[src/rtl/rv32i_pkg.sv]
// -----------------------------------------------------------------------------
// rv32i_pkg
// Shared constants for the RV32I execute datapath: base opcodes and the funct3
// encodings used by the ALU and the branch comparator.
// No ports (package).
// -----------------------------------------------------------------------------
package rv32i_pkg;

    localparam logic [6:0] OP_ALU         = 7'b0110011;
    localparam logic [6:0] OP_ALUI        = 7'b0010011;
    localparam logic [6:0] OP_LOAD        = 7'b0000011;
    localparam logic [6:0] OP_STORE       = 7'b0100011;
    localparam logic [6:0] OP_BRANCH      = 7'b1100011;
    localparam logic [6:0] OP_JAL         = 7'b1101111;
    localparam logic [6:0] OP_JALR        = 7'b1100111;
    localparam logic [6:0] OP_LUI         = 7'b0110111;
    localparam logic [6:0] OP_AUIPC       = 7'b0010111;
    localparam logic [6:0] OP_ENVIRONMENT = 7'b1110011;

    typedef enum logic [2:0] {
        F3_ADD  = 3'b000,
        F3_SLL  = 3'b001,
        F3_SLT  = 3'b010,
        F3_SLTU = 3'b011,
        F3_XOR  = 3'b100,
        F3_SR   = 3'b101,
        F3_OR   = 3'b110,
        F3_AND  = 3'b111
    } alu_f3_e;

    typedef enum logic [2:0] {
        F3_BEQ  = 3'b000,
        F3_BNE  = 3'b001,
        F3_BLT  = 3'b100,
        F3_BGE  = 3'b101,
        F3_BLTU = 3'b110,
        F3_BGEU = 3'b111
    } br_f3_e;

endpackage

[src/rtl/rv32i_exec_unit_alu.sv]
// -----------------------------------------------------------------------------
// rv32i_exec_unit_alu
// Integer ALU with a single result register loaded when i_en is high.
// Ports:
//   clk, rst_n   clock and asynchronous active-high reset
//   i_en         load enable for o_res
//   i_funct3     operation select
//   i_f7b5       instr[30]: SUB (R-type only) and SRA select
//   i_is_rtype   instr[5]: operand B from register instead of immediate
//   i_a, i_reg_b, i_imm  operands
//   o_res        registered result
// -----------------------------------------------------------------------------
module rv32i_exec_unit_alu
    import rv32i_pkg::*;
#(
    parameter int XLEN = 32
) (
    input  logic            clk,
    input  logic            rst_n,
    input  logic            i_en,
    input  logic [2:0]      i_funct3,
    input  logic            i_f7b5,
    input  logic            i_is_rtype,
    input  logic [XLEN-1:0] i_a,
    input  logic [XLEN-1:0] i_reg_b,
    input  logic [XLEN-1:0] i_imm,
    output logic [XLEN-1:0] o_res
);

    logic        [XLEN-1:0] w_b;
    logic signed [XLEN-1:0] w_a_s;
    logic signed [XLEN-1:0] w_b_s;
    logic        [4:0]      w_shamt;
    logic        [XLEN-1:0] w_result;
    logic        [XLEN-1:0] r_res;

    assign w_b     = i_is_rtype ? i_reg_b : i_imm;
    assign w_a_s   = $signed(i_a);
    assign w_b_s   = $signed(w_b);
    assign w_shamt = w_b[4:0];

    always_comb begin
        w_result = '0;
        case (alu_f3_e'(i_funct3))
            // instr[30] is an immediate bit for ADDI, so only R-type may subtract
            F3_ADD:  w_result = (i_is_rtype && i_f7b5) ? i_a - w_b : i_a + w_b;
            F3_SLL:  w_result = i_a << w_shamt;
            F3_SLT:  w_result = XLEN'(w_a_s < w_b_s);
            F3_SLTU: w_result = XLEN'(i_a < w_b);
            F3_XOR:  w_result = i_a ^ w_b;
            F3_SR:   w_result = i_f7b5 ? XLEN'(w_a_s >>> w_shamt) : i_a >> w_shamt;
            F3_OR:   w_result = i_a | w_b;
            F3_AND:  w_result = i_a & w_b;
            default: w_result = '0;
        endcase
    end

    // ---- result register ----
    always_ff @(posedge clk or posedge rst_n) begin
        if (rst_n) begin
            r_res <= '0;
        end else if (i_en) begin
            r_res <= w_result;
        end
    end

    assign o_res = r_res;

endmodule

[src/rtl/rv32i_exec_unit_branch_unit.sv]
// -----------------------------------------------------------------------------
// rv32i_exec_unit_branch_unit
// Branch comparator on rs1/rs2 with a decision register loaded when i_en is high.
// Ports:
//   clk, rst_n   clock and asynchronous active-high reset
//   i_en         load enable for o_taken
//   i_funct3     comparison select
//   i_rs1, i_rs2 operands
//   o_taken      registered branch decision
// -----------------------------------------------------------------------------
module rv32i_exec_unit_branch_unit
    import rv32i_pkg::*;
#(
    parameter int XLEN = 32
) (
    input  logic            clk,
    input  logic            rst_n,
    input  logic            i_en,
    input  logic [2:0]      i_funct3,
    input  logic [XLEN-1:0] i_rs1,
    input  logic [XLEN-1:0] i_rs2,
    output logic            o_taken
);

    logic signed [XLEN-1:0] w_rs1_s;
    logic signed [XLEN-1:0] w_rs2_s;
    logic                   w_taken;
    logic                   r_taken;

    assign w_rs1_s = $signed(i_rs1);
    assign w_rs2_s = $signed(i_rs2);

    always_comb begin
        w_taken = 1'b0;
        case (br_f3_e'(i_funct3))
            F3_BEQ:  w_taken = (i_rs1 == i_rs2);
            F3_BNE:  w_taken = (i_rs1 != i_rs2);
            F3_BLT:  w_taken = (w_rs1_s <  w_rs2_s);
            F3_BGE:  w_taken = (w_rs1_s >= w_rs2_s);
            F3_BLTU: w_taken = (i_rs1 <  i_rs2);
            F3_BGEU: w_taken = (i_rs1 >= i_rs2);
            // 010 and 011 are not branch encodings
            default: w_taken = 1'b0;
        endcase
    end

    // ---- decision register ----
    always_ff @(posedge clk or posedge rst_n) begin
        if (rst_n) begin
            r_taken <= 1'b0;
        end else if (i_en) begin
            r_taken <= w_taken;
        end
    end

    assign o_taken = r_taken;

endmodule

[src/rtl/rv32i_exec_unit_imm_decoder.sv]
// -----------------------------------------------------------------------------
// rv32i_exec_unit_imm_decoder
// Purely combinational immediate formatter; picks the I/S/B/U/J layout from
// the opcode and yields zero for opcodes without an immediate.
// Ports:
//   i_instr  in   32    instruction word
//   o_imm    out  XLEN  formatted immediate
// -----------------------------------------------------------------------------
module rv32i_exec_unit_imm_decoder
    import rv32i_pkg::*;
#(
    parameter int XLEN = 32
) (
    input  logic [31:0]     i_instr,
    output logic [XLEN-1:0] o_imm
);

    always_comb begin
        o_imm = '0;
        case (i_instr[6:0])
            OP_ALUI, OP_LOAD, OP_JALR, OP_ENVIRONMENT:
                o_imm = XLEN'($signed(i_instr[31:20]));
            OP_STORE:
                o_imm = XLEN'($signed({i_instr[31:25], i_instr[11:7]}));
            OP_BRANCH:
                o_imm = XLEN'($signed({i_instr[31], i_instr[7], i_instr[30:25],
                                       i_instr[11:8], 1'b0}));
            OP_LUI, OP_AUIPC:
                o_imm = XLEN'($signed({i_instr[31:12], 12'b0}));
            OP_JAL:
                o_imm = XLEN'($signed({i_instr[31], i_instr[19:12], i_instr[20],
                                       i_instr[30:21], 1'b0}));
            default:
                o_imm = '0;
        endcase
    end

endmodule

[src/rtl/rv32i_exec_unit.sv]
// -----------------------------------------------------------------------------
// rv32i_exec_unit
// RV32I execute block: immediate decoder, ALU and branch comparator.
// Ports:
//   clk          rising-edge clock
//   rst_n        asynchronous reset, active HIGH despite the name
//   instr        instruction being executed
//   alu_en       load enable for alu_res
//   br_en        load enable for br_taken
//   reg_data_1   rs1 value
//   reg_data_2   rs2 value
//   imm          combinational immediate from instr
//   alu_res      registered ALU result (1 clk latency)
//   br_taken     registered branch decision (1 clk latency)
// -----------------------------------------------------------------------------
module rv32i_exec_unit
    import rv32i_pkg::*;
#(
    parameter int XLEN = 32
) (
    input  logic            clk,
    input  logic            rst_n,
    input  logic [31:0]     instr,
    input  logic            alu_en,
    input  logic            br_en,
    input  logic [XLEN-1:0] reg_data_1,
    input  logic [XLEN-1:0] reg_data_2,
    output logic [XLEN-1:0] imm,
    output logic [XLEN-1:0] alu_res,
    output logic            br_taken
);

    logic [XLEN-1:0] w_imm;

    rv32i_exec_unit_imm_decoder #(.XLEN(XLEN)) u_imm_decoder (
        .i_instr (instr),
        .o_imm   (w_imm)
    );

    rv32i_exec_unit_alu #(.XLEN(XLEN)) u_alu (
        .clk        (clk),
        .rst_n      (rst_n),
        .i_en       (alu_en),
        .i_funct3   (instr[14:12]),
        .i_f7b5     (instr[30]),
        .i_is_rtype (instr[5]),
        .i_a        (reg_data_1),
        .i_reg_b    (reg_data_2),
        .i_imm      (w_imm),
        .o_res      (alu_res)
    );

    rv32i_exec_unit_branch_unit #(.XLEN(XLEN)) u_branch_unit (
        .clk      (clk),
        .rst_n    (rst_n),
        .i_en     (br_en),
        .i_funct3 (instr[14:12]),
        .i_rs1    (reg_data_1),
        .i_rs2    (reg_data_2),
        .o_taken  (br_taken)
    );

    assign imm = w_imm;

endmodule

[config.mk]
export PLATFORM = sky130hd
export DESIGN_NAME = rv32i_exec_unit
export DESIGN_NICKNAME = d
export VERILOG_FILES = /design/src/rtl/rv32i_pkg.sv /design/src/rtl/rv32i_exec_unit_alu.sv /design/src/rtl/rv32i_exec_unit_branch_unit.sv /design/src/rtl/rv32i_exec_unit_imm_decoder.sv /design/src/rtl/rv32i_exec_unit.sv
export SDC_FILE = /design/constraint.sdc
export NUM_CORES = 1
export LEC_CHECK = 0
export ABC_CLOCK_PERIOD_IN_PS = 2000
export BUFFER_PORTS_ARGS = -buffer_cell sky130_fd_sc_hd__clkbuf_2
export CORE_ASPECT_RATIO = 1.75
export CORE_UTILIZATION = 30
export CTS_CLUSTER_SIZE = 10
export DETAILED_ROUTE_END_ITERATION = 10
export GPL_TIMING_DRIVEN = 0
export MAX_ROUTING_LAYER = met4
export SLEW_MARGIN = 20
export SYNTH_ARGS = -nofsm -noshare
export SYNTH_HDL_FRONTEND = slang
export SYNTH_SLANG_ARGS = --single-unit
[constraint.sdc]
create_clock -name clk -period 2 [get_ports clk]
set_clock_uncertainty 0.05 [all_clocks]
set_input_delay 0.2 -clock clk [delete_from_list [all_inputs] [get_ports clk]]
set_output_delay 0.2 -clock clk [all_outputs]
set_load 0.005 [all_outputs]
== Word level (Yosys, flattened, before mapping) ==
Cells that the tools add are included.

* Logic and storage cells: 44
* Output and inout bits: 65
* Flip-flop bits (word level): 33

* Magnitude comparators: 6
* Reduce and logical (&&, ||, !) cells: 4
* Add/sub/neg operators: 2
* Bitwise gates (word level): 3
* Muxes and demuxes: 6
* Shift operators: 3
* Eq/ne operators: 18

{| class="wikitable"
|+ Operator list
! cell !! count
|-
| case mux 32 bit (8 select lines) || 1
|-
| case mux 32 bit (5 select lines) || 1
|-
| less-than comparator 32 bit || 4
|-
| 2-to-1 mux 32 bit || 3
|-
| greater-or-equal comparator 32 bit || 2
|-
| adder 32 bit || 1
|-
| bitwise AND 32 bit || 1
|-
| equality test 32 bit || 1
|-
| inequality test 32 bit || 1
|-
| OR 32 bit || 1
|-
| left shift 32 x 5 -> 32 bit || 1
|-
| right shift 32 x 5 -> 32 bit || 1
|-
| >>> shifter 32 x 5 -> 32 bit || 1
|-
| subtractor 32 bit || 1
|-
| XOR 32 bit || 1
|-
| equality test 7 bit (second input constant) || 4
|-
| equality test 7 x 5 -> 1 bit (second input constant) || 2
|-
| equality test 7 x 6 -> 1 bit (second input constant) || 2
|-
| equality test 3 bit (second input constant) || 4
|-
| equality test 7 x 2 -> 1 bit (second input constant) || 1
|-
| equality test 3 x 2 -> 1 bit (second input constant) || 2
|-
| case mux 1 bit (6 select lines) || 1
|-
| OR reduction 4 bit || 1
|-
| equality test 3 x 1 -> 1 bit (second input constant) || 1
|-
| other kinds (3) || 3
|}

== Logic depth before layout (Yosys ltp) ==
Gate-level depths: netlist of run 1.

* Depth in word-level cells: 7
* Mapped depth: 24
* Gate-level depth less buffers: 21

== Cells and area by module ==
Synthesis of run 1 repeated with hierarchy kept, for this count alone.

* Cell total of the unflattened synthesis: 1674
* Area total of the unflattened synthesis: 12195.4 um2

{| class="wikitable"
|+ Modules (own cells, without submodules)
! module !! instances !! cells an instance !! area an instance (um2) !! seq. area each (um2)
|-
| rv32i_exec_unit_alu || 1 || 1460 || 10671.5 || 800.8
|-
| rv32i_exec_unit_branch_unit || 1 || 132 || 965.9 || 25.0
|-
| rv32i_exec_unit_imm_decoder || 1 || 82 || 558.0 || 0.0
|}

== Worst setup path before layout of run 1 ==
OpenSTA, ideal clock, no wires.

* Kind: input port to flip-flop
* Start: in instr[3]
* End: reg u_alu.r_res[0], in the netlist u_alu.o_res[0]
* Arrival time: 4433 ps
* Stages: 23
* Slack: -2564 ps
* Cells stage by stage: and3b_1 > buf_2 > nor4bb_1 > clkbuf_1 > or2_2 > clkbuf_1 > and2_1 > clkbuf_1 > a21o_1 > nor2_1 > a21oi_1 > inv_1 > ha_1 > inv_2 > a2111oi_0 > nand4b_1 > a211oi_2 > o221ai_1 > or4_1 > o311ai_1 > o21ai_2 > a211o_1 > a31oi_1

* Elaborated cells on any way between the ends: 26

{| class="wikitable"
|+ RTL lines
! what !! RTL line !! RTL
|-
| from (decl) || rv32i_exec_unit.sv:23 || <nowiki>input logic [31:0] instr,</nowiki>
|-
| equality test 7 x 5 -> 1 bit (tied with other cells) || rv32i_exec_unit_imm_decoder.sv:20 || <nowiki>case (i_instr[6:0])</nowiki>
|-
| OR reduction 4 bit or OR reduction 2 bit (tied branches) || rv32i_exec_unit_imm_decoder.sv:20 ||
|-
| case mux 32 bit (5 select lines) (*) || rv32i_exec_unit_imm_decoder.sv:20 ||
|-
| via imm[21] || rv32i_exec_unit.sv:28 || <nowiki>output logic [XLEN-1:0] imm,</nowiki>
|-
| 2-to-1 mux 32 bit (*) || rv32i_exec_unit_alu.sv:37 || <nowiki>assign w_b = i_is_rtype ? i_reg_b : i_imm;</nowiki>
|-
| less-than comparator 32 bit, on equally long branches || rv32i_exec_unit_alu.sv:49, rv32i_exec_unit_alu.sv:48 ||
|-
| case mux 32 bit (8 select lines) (*) || rv32i_exec_unit_alu.sv:44 || <nowiki>case (alu_f3_e'(i_funct3))</nowiki>
|-
| to (signal assigned) || rv32i_exec_unit_alu.sv:63 || <nowiki>r_res <= w_result;</nowiki>
|-
| to (decl) || rv32i_exec_unit_alu.sv:35 || <nowiki>logic [XLEN-1:0] r_res;</nowiki>
|}

Mark *: on every way through the listed nets, which the timed path passes. The rest lies on a longest branch.
A chain may end at the register's enable or synchronous reset.

== Worst setup path after layout of run 1 ==
* Start: in instr[6]
* End: reg u_alu.r_res[0], in the netlist u_alu.o_res[0]

* Cells in the longest elaborated chain, start to end: 7
* Elaborated cells on any way between the ends: 26

{| class="wikitable"
|+ Ends and longest elaborated chain
! what !! RTL line !! RTL
|-
| equality test 7 x 5 -> 1 bit (tied with other cells) || rv32i_exec_unit_imm_decoder.sv:20 ||
|-
| OR reduction 4 bit or OR reduction 2 bit (tied branches) || rv32i_exec_unit_imm_decoder.sv:20 ||
|-
| case mux 32 bit (5 select lines) (*) || rv32i_exec_unit_imm_decoder.sv:20 ||
|-
| 2-to-1 mux 32 bit (*) || rv32i_exec_unit_alu.sv:37 ||
|-
| adder 32 bit (tied with other cells) || rv32i_exec_unit_alu.sv:46 || <nowiki>F3_ADD: w_result = (i_is_rtype && i_f7b5) ? i_a - w_b : i_a + w_b;</nowiki>
|-
| 2-to-1 mux 32 bit, on equally long branches || rv32i_exec_unit_alu.sv:46, rv32i_exec_unit_alu.sv:51 ||
|-
| case mux 32 bit (8 select lines) (*) || rv32i_exec_unit_alu.sv:44 ||
|}

Mark *: on every way between the ends. The rest lies on a longest branch, timed or not.

==> run metrics, run 1 <==
outcome=complete, but fails checks; failing checks=negative setup slack; non-filler cells, final=2526; first-pass GRT wire length=115 mm; fin nets=2278; placed cell count=2369; Area contributors post-synth=ha_1, a21oi_1, nor2_1; Synth cell types=81; drc violations=0; HPWL Detailed=64.5 mm; required time worst endpoint=about 2.2 ns; crit path from=instr[6]; clock latency on the worst-skew pair=0.30 ns; Critical Path Fanout Max=10; syn_nets=just under 2000; Final ANT Viol Nets=0; reg-to-reg setup timing slack=about 0.90 ns; Tmin final=4.46 ns; Final Max Tran Viols=0; Fin. Hold Viols=0; Synth Cell Area=11300 um2; vias in the first global route=between 15000 and 20000; Post-Syn Instances=1729; number of port buffers=163; ys flop type=dfrtp_1; layout cells sized above 1=0.337; Row Count=93; leakage power=0.00749 uW; worst reg2reg path depth=4; Peak supply drop=0.277 mV; initial core utilization=0.306; Relative slew margins=0.204; Worst-path clk slew=0.07 ns; clk sinks=33; Die ar.=38400 um2; ys async rst share=1.00; R2R Path End=u_alu.o_res[25]; total number of vias=16300; Seq/Total Area, Yosys=0.0732; post-placement cell area=between 10000 and 15000 um2; H-tree depth=2; Ys Warns=0; Max clock buf depth=2; Worst Hold Endpoint=u_branch_unit.o_taken; Num CTS Buffers=5; First-pass DRT Iterations=6; WP data arrival=approximately 4.6 ns; Yosys top cell by area=ha_1; CP endpoint kind=flip-flop; GP Congestion=1.07; Core ar.=~37000 um2; largest net degree at the start of global routing=24; Max Freq=between 200 and 250 MHz; HP Start=br_en; worst slew pin tran=1.19 ns; grt ovf=0; Via density=6.45; kind of start point of the critical path=primary input; max-cap viol count=0; Hold Path Cell Cnt=3; RSZ-0062 raised after global routing=yes; power per cell area=between 400 and 500 nW/um2; Final Cell Area=16700 um2; P&R area growth vs syn=48.4%; initial antenna violation count=4; #FFs+latches synth=33; EDFF count, synth=0; setup TNS=-65.89 ns; wire length per cell=33.1 um; number of I/O pins=between 150 and 200; die extent in y=259 um; Worst Hold Class=in2reg; synthesized area per cell=between 6 and 7 um2; Crit Path Class=in2reg; Die Wd=149 um; CTS Root Cell=clkbuf_16; initial drt markers=1618; final wirelength=about 84 mm; CTS tree=built; Yosys top cell area share=0.144; worst setup slack after layout=-2.46 ns; R2R Path Start=u_alu.o_res[25]; Final Setup Violations=50; final cycle utilization of the critical path=2.23; Global Route Usage Sum=0.437
-- flip-flops by register name, summed over array words and instances (netlist names) --
register and flops:
u_alu.o_res 32, u_branch_unit.o_taken 1
-- per-stage QoR --
stage	hold WS (ns)	worst slack [ns]	util	power, uW
global route	0.283	-2.59	0.454	7410
CTS	0.253	-2.48	0.413	6480
floorplan	0.279	-2.11	-	3180
finish	0.262	-2.46	0.454	7200
global placement	0.439	-4.44	0.350	4890
detailed placement	0.0973	-4.31	0.350	4870
-- synth_stat cells (30+ instances only) --
master,count
nor2_1,229
a21oi_1,179
nand2_1,175
ha_1,130
inv_1,129
o21ai_0,113
mux2i_1,76
clkbuf_1,65
a211oi_1,53
a21o_1,45
o211ai_1,38
nor3_1,35
dfrtp_1,33
buf_2,30
-- layout make-up --
cell class                      instances  area (um2)
Antenna cell                            4        10.0
Tap cell                              475         594
Fill cell                            3708       20100
Buffer                                109         933
Sequential cell                        33         826
Multi-Input combinational cell       1450       11400
Timing Repair Buffer                  312        2260
Clock buffer                            7         153
Inverter                              135         543
Clock inverter                          1        5.00
-- worst max-delay path, stage by stage --
cell and delay [ns]:
clkbuf_16 0.12, buf_12 0.12, nand3_4 0.08, a21oi_4 0.07
nor2b_4 0.13, o211a_1 0.23, or2_4 0.26, and2_4 0.15
buf_8 0.12, a21o_1 0.16, nor2_1 0.27, a21oi_1 0.10
inv_1 0.11, ha_1 0.14, clkbuf_1 0.39, o21bai_1 0.14
a21oi_1 0.36, o221ai_4 0.15, or4_4 0.45, o311ai_4 0.12
o21ai_2 0.13, a211o_4 0.42, a31oi_4 0.19
-- metal layers --
metal / global-route usage / routed length, um / vias up
met1: 0.428 / 27600 / 7789
met2: 0.726 / 39400 / 1115
li1: - / - / 6897
met5: - / 0 / -
met3: 0.0868 / 6490 / 486
met4: 0.393 / 9990 / 0
-- cells by family (layout without fill, tap and decap cells) --
group / Yosys count / count (layout) / synth area share
adder cells (fa/ha/maj): 132 / 132 / 0.148
AO/OA/AOI/OAI: 608 / 608 / 0.350
flip-flops: 33 / 33 / 0.0732
buffers and inverters: 246 / 564 / 0.0862
other: 0 / 4 / 0
AND/OR/NAND/NOR: 588 / 588 / 0.234
XOR/XNOR: 38 / 38 / 0.0295
multiplexers: 84 / 84 / 0.0794
-- cells in the final DEF, fill, tap and decap left out, types with 11 or more instances in the layout --
| master | n |
|---|---|
| o21ai_1 | 24 |
| o21ai_0 | 81 |
| nor3_1 | 28 |
| or3_1 | 12 |
| ha_4 | 31 |
| inv_1 | 121 |
| buf_6 | 54 |
| a21oi_1 | 137 |
| buf_4 | 105 |
| clkbuf_2 | 161 |
| nand4_1 | 11 |
| a31oi_1 | 17 |
| o22ai_1 | 17 |
| buf_12 | 20 |
| nand2_1 | 163 |
| o211ai_1 | 38 |
| nand2b_1 | 12 |
| clkbuf_1 | 31 |
| ha_1 | 96 |
| mux2i_1 | 58 |
| nand3_1 | 21 |
| xnor2_1 | 19 |
| nor2b_1 | 21 |
| buf_2 | 14 |
| o21ai_2 | 14 |
| clkbuf_4 | 15 |
| dfrtp_1 | 33 |
| a211oi_1 | 38 |
| a211oi_2 | 14 |
| a21o_1 | 44 |
| nor2_1 | 213 |
| a21oi_2 | 33 |
| mux2i_2 | 12 |
-- timing repair --
item / in CTS / in global routing
endpoints found under the setup margin: 58 / 58
gates resized for setup: 371 / 241
hold buffers: 1 / 0
gates cloned: 0 / 1
pin swaps: 96 / 110
setup buffers: 80 / 69
endpoints found under the hold margin: 10 / 0
-- report_power, final --
group / switching (uW) / total (uW) / internal (uW)
Sequential: 73.5 / 839 / 766
Combinational: 3400 / 5440 / 2040
Clock: 386 / 916 / 530
-- worst max-delay path by stage --
stage	slack (ns)	cells after the start	end
2_1_floorplan	-2.11	23	u_alu.o_res[0]
3_3_place_gp	-4.44	17	u_alu.o_res[25]
3_5_place_dp	-4.31	17	u_alu.o_res[25]
4_1_cts	-2.48	24	u_alu.o_res[0]
5_1_grt	-2.59	24	u_alu.o_res[0]
6_report	-2.46	23	u_alu.o_res[0]
No activity file was read; power rests on OpenSTA's default activity.
==> run 2, diff against run 1 <==
Settings changed: ABC_AREA set to 1.
==> run metrics, run 2 <==
placed cell count=3007; Num CTS Buffers=5; Row Count=98; #FFs+latches synth=33; H-tree depth=2; Post-synth top cells=nand2_1, nand3_1, inv_1, a21oi_1, nor2_1; Err=[ERROR GRT-0116] Global routing finished with congestion. Check the congestion regions in the DRC Viewer.; ys flop type=dfrtp_1; HPWL Detailed=82.1 mm; die extent in y=271 um; Max clock buf depth=2; Fail Step=global routing (5_1_grt); Setup WS pre-CTS=-3.16 ns; Yosys top cell by area=nand2_1; most frequent cell after synthesis=nand2_1; first-pass GRT wire length=154 mm; outcome=aborted with a tool error; syn_nets=2525; Synth Cell Area=around 12000 um2; Synth cell types=56; Ys Warns=0; number of I/O pins=165; Yosys top cell area share=0.197; largest net degree at the start of global routing=34; CTS Root Cell=clkbuf_16; Seq/Total Area, Yosys=0.0666; post-placement cell area=about 15000 um2; grt ovf=14; Post-Syn Instances=2293; Die Wd=156 um; vias in the first global route=20000; synthesized area per cell=roughly 5.4 um2; initial core utilization=0.303; ys async rst share=1.00; clk sinks=33; GP Congestion=1.21; Area contributors post-synth=nand2_1, nand3_1, ha_1; EDFF count, synth=0; number of port buffers=163; Global Route Usage Sum=0.537
run 2: layer usage:
metal  track usage  GRT overflow
met1         0.502             0
met2         0.809             8
met3         0.206             0
met4         0.564             6
met5             -             -
run 2: what timing repair did:
| item | CTS |
|---|---|
| cloned | 1 |
| hold buffers | 1 |
| gates resized for setup | 354 |
| setup endpoints to repair | 35 |
| buffers inserted | 71 |
| endpoints found under the hold margin | 33 |
| pin swaps | 98 |
run 2: logic make-up after synthesis:
logic type      after synthesis  synth area share
buf+inv                     401             0.132
fa+ha+maj                   132             0.135
mux                           1          0.000808
compound gates              382             0.179
simple gates               1330             0.477
flops                        33            0.0666
xor+xnor                     14           0.00990
run 2: metrics by stage:
stage / hold slack [ns] / TNS, ns
CTS: 0.0831 / -43.63
floorplan: 0.260 / -26.18
detailed placement: 0.282 / -74.02
global placement: 0.368 / -74.06
==> run 3, diff against run 2 <==
Settings changed: ABC_CLOCK_PERIOD_IN_PS 2000 to 2600, CORE_ASPECT_RATIO 1.75 to not set, CORE_UTILIZATION 30 to 20, CTS_CLUSTER_SIZE 10 to not set, MAX_ROUTING_LAYER met4 to not set, PLACE_DENSITY_LB_ADDON set to 0.15.
Clock period 2 ns to 2.6 ns, I/O delays scaled along.
==> run metrics, run 3 <==
outcome=complete, but fails checks; failing checks=negative setup slack; PnR Total Power=5980 uW; number of port buffers=163; Max Freq=284 MHz; GP Congestion=1.04; #FFs+latches synth=33; EDFF count, synth=0; most frequent cells in the layout=nand2_1, nand3_1, inv_1; Synth cell types=56; First-pass DRT Iterations=8; grt ovf=0; Synth Cell Area=12400 um2; reg-to-reg setup timing slack=1.64 ns; syn_nets=2525; Peak supply drop=0.219 mV; hold buffer count at cts=0; HPWL Detailed=75.7 mm; CTS Root Cell=clkbuf_16; R2R Path Start=u_alu.o_res[6]; initial drt markers=1572; initial antenna violation count=5; Relative slew margins=0.157; leakage power=between 0.008 and 0.009 uW; commonest non-fill, non-tap cell in the layout=nand2_1; most frequent cell after synthesis=nand2_1; crit path from=instr[4]; Yosys top cell area share=0.197; wire length per cell=27.3 um; Max clock buf depth=2; crit path to=u_alu.o_res[28]; final wirelength=about 90 mm; drc violations=0; R2R Path End=u_alu.o_res[6]; Post-synth top cells=nand2_1, nand3_1, inv_1, a21oi_1, nor2_1; synthesized area per cell=approximately 5.4 um2; total number of vias=~18000; fin nets=2820; max-cap viol count=0; Core ar.=approximately 61000 um2; fill count=6875; Worst-path clk slew=around 0.06 ns; power per cell area=320 nW/um2; clock latency on the worst-skew pair=0.28 ns; number of I/O pins=165; Reg area=826 um2; Setup WS pre-CTS=-2.12 ns; RSZ-0062 raised after global routing=yes; CP endpoint kind=flip-flop; Area contributors post-synth=nand2_1, nand3_1, ha_1; Critical Path Fanout Max=7; worst setup slack after layout=-0.922 ns; WP data arrival=roughly 3.6 ns; worst slew pin tran=1.26 ns; Final ANT Viol Nets=0; initial core utilization=0.204; multi-input logic area=approximately 13000 um2; P&R area growth vs syn=51.1%; Worst Hold Class=in2async; Num CTS Buffers=5; Final Setup Violations=30; Die Wd=roughly 250 um; layout cells sized above 1=0.374; ys async rst share=1.00; kind of start point of the critical path=primary input; CTS tree=built; worst reg2reg path depth=3; Die ar.=63000 um2; vias in the first global route=17300; max FFs per register=32; ys flop type=dfrtp_1; first-pass GRT wire length=128 mm; Yosys top cell by area=nand2_1; Fin. Hold Viols=0; clk sinks=33; die extent in y=251 um; Crit Path Class=in2reg; largest net degree at the start of global routing=34; Via density=5.34; Tmin final=3.52 ns; required time worst endpoint=~2.7 ns; Seq/Total Area, Yosys=0.0666; Row Count=90; Ys Warns=0; Post-Syn Instances=2293; Final Max Tran Viols=0; H-tree depth=2; final cycle utilization of the critical path=1.35; Global Route Usage Sum=0.282
-- run 3: cell counts after synthesis --
No cell type changed its count.
-- run 3: layout make-up --
class | count | share of cell area
antenna | 2 | 0.000267
buffer | 104 | 0.0438
clock buffer | 5 | 0.00668
clock inverter | 3 | 0.000935
inverter | 295 | 0.0643
multi-input combinational | 1859 | 0.686
sequential | 33 | 0.0441
tap | 782 | 0.0522
timing repair buffer | 290 | 0.101
-- run 3: layer usage --
| metal | share of wire | vias to the layer above | track usage |
|---|---|---|---|
| li1 | - | 8248 | - |
| met1 | 0.42 | 8777 | 0.368 |
| met2 | 0.46 | 810 | 0.472 |
| met3 | 0.061 | 187 | 0.0266 |
| met4 | 0.054 | 6 | 0.121 |
| met5 | 0.00037 | - | 0 |
-- run 3: power by group --
group	switching [uW]	internal, uW	total [uW]
Clock	224	351	575
Combinational	3170	1600	4770
Sequential	52.9	590	643
Total	3450	2540	5980
-- run 3: worst min-delay path by stage --
| stage | from | endpoint | slack, ns | depth (start not counted) |
|---|---|---|---|---|
| 2_1_floorplan | br_en | u_branch_unit.o_taken | 0.32 | 2 |
| 3_3_place_gp | u_branch_unit.o_taken | u_branch_unit.o_taken | 0.42 | 2 |
| 3_5_place_dp | rst_n | u_alu.o_res[18] | 0.37 | 2 |
| 4_1_cts | rst_n | u_alu.o_res[13] | 0.07 | 2 |
| 5_1_grt | rst_n | u_alu.o_res[13] | 0.11 | 2 |
| 6_report | rst_n | u_alu.o_res[27] | 0.04 | 2 |
-- run 3: repair_timing --
item / 4_1_cts / 5_1_grt
cloned: 1 / 1
setup endpoints to repair: 33 / 33
setup buffers: 55 / 67
pin swaps: 81 / 162
gates resized for setup: 320 / 413
-- run 3: stage by stage --
stage                      util  cells  hold slack, ns  instance area [um2]  TNS (ns)
final                     0.308   3373          0.0378                18700    -21.43
after global placement    0.243   3238           0.421                14800    -49.54
after floorplan               -   2293           0.320                13000     -9.16
after detailed placement  0.244   3241           0.365                14800    -48.51
after CTS                 0.273   3303          0.0680                16600    -20.96
after global routing      0.308   3371           0.111                18700    -26.95
-- run 3: cell families after synthesis --
| kind of cell | synth area share |
|---|---|
| compound gates | 0.179 |
| xor+xnor | 0.00990 |
| fa+ha+maj | 0.135 |
| buf+inv | 0.132 |
| flops | 0.0666 |
| mux | 0.000808 |
| simple gates | 0.477 |
-- run 3: worst max-delay path, stage by stage --
cell	delay, ns
clkbuf_16	0.13
nand2_4	0.07
nand2_4	0.05
nand3_4	0.10
nand2_8	0.09
buf_12	0.14
nand2_4	0.06
nand3_4	0.08
nand2_4	0.09
buf_8	0.10
buf_12	0.11
inv_8	0.04
ha_4	0.17
fa_2	0.39
o31ai_4	0.36
nand3_2	0.15
nand2_4	0.11
buf_4	0.11
buf_4	0.08
nand2_1	0.05
o211ai_1	0.15
nand2_1	0.15
nand2_1	0.12
nand2_2	0.06
nand3_4	0.15
nand3_2	0.11
nand2_1	0.08
nand2_1	0.05
==> run 4, diff against run 3 <==
Settings changed: SETUP_SLACK_MARGIN set to 0.3.
==> run metrics, run 4 (same netlist as run 3, synthesis figures left out) <==
Max clock buf depth=2; Worst Hold Class=in2async; Final Max Tran Viols=0; fill count=approximately 7000; grt ovf=0; fin nets=2830; worst setup slack after layout=-0.947 ns; Die Wd=251 um; GP Congestion=1.01; CTS Root Cell=clkbuf_16; power per cell area=328 nW/um2; Crit Path Class=in2reg; leakage power=between 0.009 and 0.01 uW; post-placement cell area=about 15000 um2; clk sinks=33; wire length per cell=27.1 um; clock latency on the worst-skew pair=0.28 ns; Reg area=826 um2; die extent in y=251 um; kind of start point of the critical path=primary input; setup TNS=-22.38 ns; Final Setup Violations=31; commonest non-fill, non-tap cell in the layout=nand2_1; First-pass DRT Iterations=8; non-filler cells, final=roughly 3400; first-pass GRT wire length=around 130 mm; total number of vias=18000; Die ar.=around 63000 um2; worst slew pin tran=1.06 ns; Global Route Usage Sum=0.282; RSZ-0062 raised after global routing=yes; Via density=5.33; number of port buffers=~160; initial antenna violation count=2; CP endpoint kind=flip-flop; final wirelength=between 90 and 100 mm; max FFs per register=32; HPWL Detailed=76.2 mm; Num CTS Buffers=5; number of I/O pins=between 150 and 200; required time worst endpoint=2.72 ns; multi-input logic area=between 10000 and 15000 um2; Critical Path Fanout Max=10; Core ar.=60800 um2; max-cap viol count=0; H-tree depth=2; Relative slew margins=0.296; vias in the first global route=roughly 17000; Tmin final=3.55 ns; failing checks=negative setup slack; initial drt markers=1624; slowest CP cell=a221oi_1; largest net degree at the start of global routing=34; layout cells sized above 1=0.379; Peak supply drop=0.252 mV; outcome=complete, but fails checks; Row Count=90; Worst-path clk slew=0.05 ns; critical path, cell by cell=buf_12 -> nand2_2 -> nand2_2 -> nand3_4 -> nand2_8 -> o31ai_4 -> clkbuf_8 -> o21ai_4 -> o21ai_4 -> ha_4 -> buf_4 -> clkbuf_16 -> a221oi_1 -> nand2_1 -> nor2_1 -> nand3_1 -> nand2_1 -> inv_1; Largest stage delay, worst path=~0.87 ns; Util after Layout=0.312; P&R area growth vs syn=53.1%; reg-to-reg setup timing slack=1.65 ns; WP data arrival=3.67 ns; most frequent cells in the layout=nand2_1, nand3_1, inv_1; hold buffer count at cts=0; placed cell count=3240; CTS tree=built; Fin. Hold Viols=0; Final Cell Area=19000 um2; drc violations=0; Final ANT Viol Nets=0; Max Freq=282 MHz; initial core utilization=0.204; final cycle utilization of the critical path=1.36
-- run 4: worst paths after layout --
check,from,end,depth (start not counted)
max in group asynchronous,rst_n,u_alu.o_res[19],2
min in group clk,br_en,u_branch_unit.o_taken,3
max reg2reg,u_alu.o_res[3],u_alu.o_res[3],3
min,rst_n,u_alu.o_res[25],2
max,instr[5],u_alu.o_res[26],18
min reg2reg,u_alu.o_res[13],u_alu.o_res[13],2
-- run 4: worst max-delay path, delay by kind of cell --
kind | cells | cell delay (ns)
adder cells (fa/ha/maj) | 1 | 0.23
buffers and inverters | 5 | 0.70
AO/OA/AOI/OAI | 4 | 1.44
AND/OR/NAND/NOR | 8 | 1.01
-- run 4: power by group --
| part | switching [uW] | total [uW] | internal (uW) | leakage (uW) |
|---|---|---|---|---|
| Sequential | 56.2 | 646 | 590 | 0.000408 |
| Clock | 215 | 693 | 478 | 0.0000841 |
| Combinational | 3210 | 4890 | 1680 | 0.00856 |
| Total | 3480 | 6230 | 2750 | 0.00905 |
-- run 4: layout make-up --
class / count / area share
antenna: 1 / 0.000132
buffer: 106 / 0.0451
clock buffer: 7 / 0.00752
clock inverter: 1 / 0.00158
inverter: 295 / 0.0644
multi-input combinational: 1859 / 0.680
sequential: 33 / 0.0435
tap: 782 / 0.0516
timing repair buffer: 298 / 0.106
-- run 4: through the flow --
| step | setup WS [ns] | total power, uW | hold slack (ns) |
|---|---|---|---|
| 6_report | -0.947 | 6230 | 0.0348 |
| 2_1_floorplan | -0.498 | 2800 | 0.320 |
| 3_3_place_gp | -2.03 | 4360 | 0.422 |
| 5_1_grt | -1.02 | 6540 | 0.125 |
| 3_5_place_dp | -2.03 | 4330 | 0.365 |
| 4_1_cts | -0.877 | 5580 | 0.0703 |
-- run 4: repair_timing --
| item | 4_1_cts | 5_1_grt |
|---|---|---|
| setup endpoints to repair | 33 | 33 |
| resized for setup | 396 | 379 |
| buffers inserted | 63 | 67 |
| hold endpoints to repair | 0 | 0 |
| cloned | 1 | 1 |
| pin swaps | 93 | 165 |
-- run 4: routing by layer --
metal,up-vias,global-route usage,part of all wire
met2,804,0.470,0.45
met4,2,0.125,0.058
met1,8760,0.365,0.43
met3,196,0.0320,0.058
li1,8265,-,-
met5,-,0,0.00014
